### src/rtl/hazard_ctrl.sv
// rtl/hazard_ctrl.sv - load-use stall sequencer and branch flush control for a five-stage MIPS pipeline
// Optional feature macro: HAZARD_PERF_CNT_EN (adds stall_cycles / flush_count counters)
module hazard_ctrl #(
  parameter int LOAD_STALL = 1
) (
  input  logic        clk,
  input  logic        rst_n,
  input  logic [31:0] Instruction_ID,
  input  logic        ID_EX_MemRead,
  input  logic [4:0]  ID_EX_Rt,
  input  logic        branch_taken,
  output logic        PC_write,
  output logic        IF_ID_write,
  output logic        IF_ID_flush,
  output logic        ID_EX_bubble,
  output logic        stall_active
`ifdef HAZARD_PERF_CNT_EN
  ,
  output logic [31:0] stall_cycles,
  output logic [31:0] flush_count
`endif
);

  typedef enum logic {RUN = 1'b0, STALL = 1'b1} state_t;

  // The counter is only 4 bits wide, so longer stalls cannot be represented.
  if (LOAD_STALL < 1 || LOAD_STALL > 15) begin : g_bad_load_stall
    $error("hazard_ctrl: LOAD_STALL=%0d outside 1..15", LOAD_STALL);
  end

  state_t     r_state;
  state_t     w_state_next;
  logic [3:0] r_cnt;
  logic [3:0] w_cnt_next;

  logic [4:0] w_rs;
  logic [4:0] w_rt;
  logic [5:0] w_opcode;
  logic       w_uses_rt;
  logic       w_hazard;
  logic       w_unused_imm;

  assign w_rs     = Instruction_ID[25:21];
  assign w_rt     = Instruction_ID[20:16];
  assign w_opcode = Instruction_ID[31:26];
  // The immediate / funct field never takes part in hazard detection.
  assign w_unused_imm = ^Instruction_ID[15:0];

  // Only R-type, beq, bne and sw read rt as a source; for loads and immediates rt is a destination.
  assign w_uses_rt = (w_opcode == 6'h00) || (w_opcode == 6'h04) ||
                     (w_opcode == 6'h05) || (w_opcode == 6'h2B);

  assign w_hazard = ID_EX_MemRead && (ID_EX_Rt != 5'd0) &&
                    ((ID_EX_Rt == w_rs) || (w_uses_rt && (ID_EX_Rt == w_rt)));

  // State and stall counter registers.
  always_ff @(posedge clk or negedge rst_n) begin
    if (!rst_n) begin
      r_state <= RUN;
      r_cnt   <= 4'd0;
    end else begin
      r_state <= w_state_next;
      r_cnt   <= w_cnt_next;
    end
  end

  // Next-state and pipeline control; a load-use hazard outranks a taken branch, and reset forces a bubble.
  always_comb begin
    w_state_next = r_state;
    w_cnt_next   = r_cnt;
    PC_write     = 1'b1;
    IF_ID_write  = 1'b1;
    IF_ID_flush  = 1'b0;
    ID_EX_bubble = 1'b0;
    stall_active = 1'b0;
    case (r_state)
      RUN: begin
        if (w_hazard) begin
          PC_write     = 1'b0;
          IF_ID_write  = 1'b0;
          ID_EX_bubble = 1'b1;
          if (LOAD_STALL > 1) begin
            w_state_next = STALL;
            w_cnt_next   = 4'(LOAD_STALL - 1);
          end
        end else if (branch_taken) begin
          IF_ID_flush = 1'b1;
        end
      end
      STALL: begin
        PC_write     = 1'b0;
        IF_ID_write  = 1'b0;
        ID_EX_bubble = 1'b1;
        stall_active = 1'b1;
        w_cnt_next   = r_cnt - 4'd1;
        if (r_cnt == 4'd1) begin
          w_state_next = RUN;
        end
      end
      default: begin
        w_state_next = RUN;
        w_cnt_next   = 4'd0;
      end
    endcase
    if (!rst_n) begin
      PC_write     = 1'b0;
      IF_ID_write  = 1'b0;
      IF_ID_flush  = 1'b0;
      ID_EX_bubble = 1'b1;
      stall_active = 1'b0;
    end
  end

`ifdef HAZARD_PERF_CNT_EN
  logic [31:0] r_stall_cycles;
  logic [31:0] r_flush_count;

  // Performance counters; both wrap naturally at 2^32.
  always_ff @(posedge clk or negedge rst_n) begin
    if (!rst_n) begin
      r_stall_cycles <= 32'd0;
      r_flush_count  <= 32'd0;
    end else begin
      if (!PC_write) begin
        r_stall_cycles <= r_stall_cycles + 32'd1;
      end
      if (IF_ID_flush) begin
        r_flush_count <= r_flush_count + 32'd1;
      end
    end
  end

  assign stall_cycles = r_stall_cycles;
  assign flush_count  = r_flush_count;
`endif

endmodule

### config.mk
export PLATFORM = sky130hd
export DESIGN_NAME = hazard_ctrl
export DESIGN_NICKNAME = d
export VERILOG_FILES = /design/src/rtl/hazard_ctrl.sv
export SDC_FILE = /design/constraint.sdc
export NUM_CORES = 1
export LEC_CHECK = 0
export CORE_MARGIN = 2
export CORE_UTILIZATION = 28
export CTS_BUF_LIST = sky130_fd_sc_hd__clkbuf_8
export DETAILED_ROUTE_END_ITERATION = 10
export MAX_ROUTING_LAYER = met4
export PLACE_DENSITY_LB_ADDON = 0.12
export SLEW_MARGIN = 20
export SYNTH_ARGS = -nofsm -noshare
export SYNTH_HDL_FRONTEND = slang
export SYNTH_SLANG_ARGS = --single-unit
### constraint.sdc
create_clock -name clk -period 2.8 [get_ports clk]
set_input_delay 0.56 -clock clk [delete_from_list [all_inputs] [get_ports clk]]
set_output_delay 0.56 -clock clk [all_outputs]
set_load 0.02 [all_outputs]
== Yosys cells after proc, flatten, opt, wreduce, memory -nomap -nowiden ==
Index checks and enable logic that the tools add are counted.
Operators by class
  add/sub/neg operators: 1
  multipliers: 0
  divide/modulo/power cells: 0
  order comparisons: 0
  eq/ne operators: 6
  shift operators: 0
  muxes and demuxes: 14
  bitwise operators: 1
  reductions and logical operators: 9
Operators by type and width (count)
  $eq A6 B3 Y1 const B: 2
  $mux W1: 12
  $eq A5 B5 Y1: 2
  $eq A6 B6 Y1 const B: 1
  $logic_not A6 Y1: 1
  $reduce_bool A5 Y1: 1
  $eq A4 B1 Y1 const B: 1
  $logic_or A1 B1 Y1: 4
  $pmux W1 S2: 2
  $sub A4 B1 Y4 const B: 1
  $logic_and A1 B1 Y1: 3
  $not A1 Y1: 1
Storage, ports and cells
  register bits: 5
  bits in latches: 0
  RAM bits: 0
  ROM bits: 0
  input bits: 41
  output and inout port bits: 5
  logic and storage cells: 33
  memories: 0

== Longest topological paths before layout ==
  depth after elaboration: 10
  mapped depth: 5
  gate-level depth less buffers: 4

== Least setup slack after synthesis ==
Ideal clock, no wire load.
  kind: input to output
  start: input port ID_EX_Rt[1]
  end: output port PC_write
  arrival time: 2.140 ns
  data required time: 2.240 ns
  slack: 0.100 ns
  stages on the path: 5
  buffers on the path: 1
  path through: or4_1 > o21ai_2 > a2111oi_2 > nor3_1 > buf_4
On the way
  longest elaborated chain between the ends: 7
  elaborated cells on any way between the ends: 10
  those cells by class: eq/ne (2); mux (3); reduce/logical (5)
RTL lines
  start, declared: RTL line 10  | input logic [4:0] ID_EX_Rt,
  $eq A5 B5 Y1: RTL line 54  | ((ID_EX_Rt == w_rs) || (w_uses_rt && (ID_EX_Rt == w_rt)));
  $logic_and A1 B1 Y1: RTL line 54
  $logic_or A1 B1 Y1: RTL line 54
  $logic_and A1 B1 Y1 (*): RTL line 53  | assign w_hazard = ID_EX_MemRead && (ID_EX_Rt != 5'd0) &&
  $mux W1 (*)
  $pmux W1 S2 (*)
  $mux W1 (*)
  end, declared: RTL line 12  | output logic PC_write,
Every way passes the cells marked *; elsewhere a longest branch is shown, timed or not.

== Worst setup path in the final report ==
  start: input port ID_EX_Rt[3]
  end: output port ID_EX_bubble
On the way
  longest elaborated chain between the ends: 7
  elaborated cells on any way between the ends: 10
  those cells by class: eq/ne (2); mux (3); reduce/logical (5)
RTL lines
  $eq A5 B5 Y1: RTL line 54
  $logic_and A1 B1 Y1: RTL line 54
  $logic_or A1 B1 Y1: RTL line 54
  $logic_and A1 B1 Y1 (*): RTL line 53
  $mux W1 (*): RTL line 78  | if (w_hazard) begin
  $pmux W1 S2 (*): RTL line 76  | case (r_state)
  $mux W1 (*): RTL line 105  | if (!rst_n) begin
  end, declared: RTL line 15  | output logic ID_EX_bubble,
Marked as above.

==> flow_metrics.env <==
export IMPL_status="complete, no violations"
export IMPL_ios=46
export IMPL_antenna_found_initial=0
export IMPL_num_antenna_cells=0
export IMPL_fmax_mhz=366
export IMPL_hold_depth=1
export IMPL_relSlewSlack=0.712
export IMPL_syn_to_final_growth_pct=105
export IMPL_die_y_um=42.9
export IMPL_fin_crit_ns=2.73
export IMPL_vias=457
export IMPL_synthArstFlopShare=1.00
export IMPL_yosys_warnings=0
export IMPL_finalPower_uw=284
export IMPL_syn_nets=87
export IMPL_avgSynthCellArea_um2=9.64
export IMPL_synth_edf_count=0
export IMPL_portBuffers=29
export IMPL_r2r_cells=2
export IMPL_cp_start_kind="input pin"
export IMPL_numCtsBuffers=3
export IMPL_h_tree_depth=1
export IMPL_yosysSeqAreaShare=0.295
export IMPL_place_hpwl_um=942
export IMPL_period_share=0.976
export IMPL_wl_per_cell_um=11.8
export IMPL_cts_root_buf="clkbuf_8"
export IMPL_totalWireLength_um=1180
export IMPL_grt_max_degree=9
export IMPL_syn_area_um2=424
export IMPL_finalNetCount=128
export IMPL_final_cell_area_um2=871
export IMPL_synth_cell_types=22
export IMPL_grt_first_pass_wirelength_um=1990
export IMPL_first_iter_violations=1
export IMPL_synth_area_top_cells="dfrtp_1 (29%), xnor2_1 (19%), xor2_1 (8.3%), ha_1 (5.9%), nor4b_1 (4.1%)"
export IMPL_crit_chain="dlygate4sd2_1 > or4_4 > o21ai_2 > a2111oi_4 > or3_1 > buf_6"
export IMPL_ant_nets=0
export IMPL_cp_slowest_cell="or4_4"
export IMPL_clock_latency_ns=0.22
export IMPL_rr_startpoint="r_state"
export IMPL_critical_path_arrival_ns=2.17
export IMPL_finalHoldViolations=0
export IMPL_hold_slack_ns=0.473
export IMPL_hold_end="r_cnt[3]"
export IMPL_skew_ns=0.00179
export IMPL_grt_pass1_vias=452
export IMPL_rr_endpoint="r_cnt[3]"
export IMPL_rrSetupSlack_ns=1.77
export IMPL_fillCellCount=134
export IMPL_cts_hold_buf=0
export IMPL_start_util=0.292
export IMPL_drive_gt1_frac=0.298
export IMPL_crit_path_end_kind="primary output"
export IMPL_worst_pin_slew_ns=0.428
export IMPL_hold_path_class="flip-flop to flip-flop"
export IMPL_clkSinkCount=5
export IMPL_worstPathMaxFanout=3
export IMPL_cts_tree="built"
export IMPL_drt_first_pass_iters=2
export IMPL_cap_violations=0
export IMPL_ys_ff_latch=5
export IMPL_cp_buffers_inverters=2
export IMPL_clk_pin_slew_ns=0.04
export IMPL_ys_flop_type="dfrtp_1"
export IMPL_crit_type="input pin to primary output"
export IMPL_viasPerCell=4.57
export IMPL_cp_top_family="simple AND/OR/NAND/NOR gates"
export IMPL_powerDensity_mw_per_mm2=326
export IMPL_yosys_area_top_type="dfrtp_1"
export IMPL_maxSlewViolCount=0
export IMPL_die_w_um=42.9
export IMPL_critPathRequiredTime_ns=2.24
export IMPL_syn_inst=44
export IMPL_setup_tns_final_ns=0
export IMPL_setup_viol=0
export IMPL_postPlaceCellArea_um2=779
export IMPL_die_area_mm2=0.00184
export IMPL_gp_congestion=0.727
export IMPL_final_core_util=0.599
export IMPL_clockBufferDepth=2
export IMPL_track_usage=0.152
export IMPL_row_count=14
export IMPL_drc=0
export IMPL_yosysTopAreaCellShare=0.295
export IMPL_coreArea_mm2=0.00145
export IMPL_grt_setup_unrepaired="no"
export IMPL_max_stage_delay_ns=0.53
export IMPL_gr_total_overflow=0
export IMPL_p_leak_uw=0.000409
export IMPL_worstHoldStart="r_cnt[3]"
export IMPL_peakVddDrop_mv=0.212
[cell usage in the layout, fill, tap and decap left out]
cell type,synthesis,routed
a2111oi_4,0,1
a21boi_0,1,1
a21oi_1,1,1
and2_1,1,1
buf_2,0,3
buf_4,1,8
buf_6,0,1
clkbuf_8,0,3
clkdlybuf4s50_1,0,16
dfrtp_1,5,5
dlygate4sd2_1,0,4
dlymetal6s2s_1,0,5
ha_1,2,2
inv_1,2,3
nand2_1,1,1
nand3_1,1,1
nand4_1,2,2
nor2_1,2,2
nor2b_4,0,1
nor3_2,0,1
nor4_2,0,1
nor4b_1,2,1
nor4b_2,0,1
o21ai_2,1,1
or2b_2,2,2
or3_1,1,1
or4_4,0,2
xnor2_1,9,9
xor2_1,4,4
[power breakdown]
| group | internal (uW) | switching [uW] | total [uW] |
|---|---|---|---|
| registers | 72.7 | 0 | 72.7 |
| clock network | 93.9 | 34.8 | 129 |
| logic | 52.2 | 30.0 | 82.2 |
| total | 219 | 64.7 | 284 |
[worst max-delay path by stage]
stage | slack [ns] | startpoint | endpoint | cells after the start
floorplan | 0.1 | ID_EX_Rt[1] | PC_write | 5
CTS | 0.01 | Instruction_ID[26] | ID_EX_bubble | 6
global route | 0.01 | ID_EX_Rt[3] | ID_EX_bubble | 6
global placement | -0.54 | ID_EX_Rt[1] | IF_ID_flush | 6
detailed placement | -0.56 | Instruction_ID[26] | ID_EX_bubble | 6
finish | 0.07 | ID_EX_Rt[3] | ID_EX_bubble | 6
[area by class of cell]
class / instances / area (um2) / area share
timing repair buffer: 37 / 344 / 0.395
tap: 16 / 20.0 / 0.0230
multi-input combinational: 36 / 329 / 0.378
clock buffer: 3 / 41.3 / 0.0474
sequential: 5 / 125 / 0.144
inverter: 2 / 7.51 / 0.00862
clock inverter: 1 / 3.75 / 0.00431
[layer usage]
| layer | up-vias | share of wire | track usage |
|---|---|---|---|
| li1 | 236 | - | - |
| met1 | 204 | 0.45 | 0.190 |
| met2 | 17 | 0.43 | 0.218 |
| met3 | 0 | 0.11 | 0.0766 |
| met4 | 0 | 0 | 0.0375 |
| met5 | - | 0 | - |
[registers in the layout, summed over array words and instances, names as in the netlist]
| name | cells |
|---|---|
| r_cnt | 4 |
| r_state | 1 |
[cell families (layout without fill, tap and decap cells)]
family,count (synthesis),in the layout,share of synthesized area
XOR/XNOR,13,13,0.268
flip-flops,5,5,0.295
AO/OA/AOI/OAI,4,4,0.0855
buffers and inverters,3,43,0.0354
AND/OR/NAND/NOR,17,17,0.257
adder cells (fa/ha/maj),2,2,0.0590
[cells in the mapped netlist (2+ instances only)]
master,n
dfrtp_1,5
ha_1,2
inv_1,2
nand4_1,2
nor2_1,2
nor4b_1,2
or2b_2,2
or4_1,2
xnor2_1,9
xor2_1,4
[metrics by stage]
stage	setup WS (ns)	cells
final	0.0680	100
after floorplan	0.0996	44
after global placement	-0.540	95
after detailed placement	-0.564	95
after global routing	0.0105	100
after CTS	0.0126	99
[repair_timing]
action / CTS / global route
gates resized for setup: 29 / 9
pin swaps: 4 / 4
setup endpoints to repair: 4 / 4
setup buffers: 0 / 1
(Power assumes the default switching activity.)
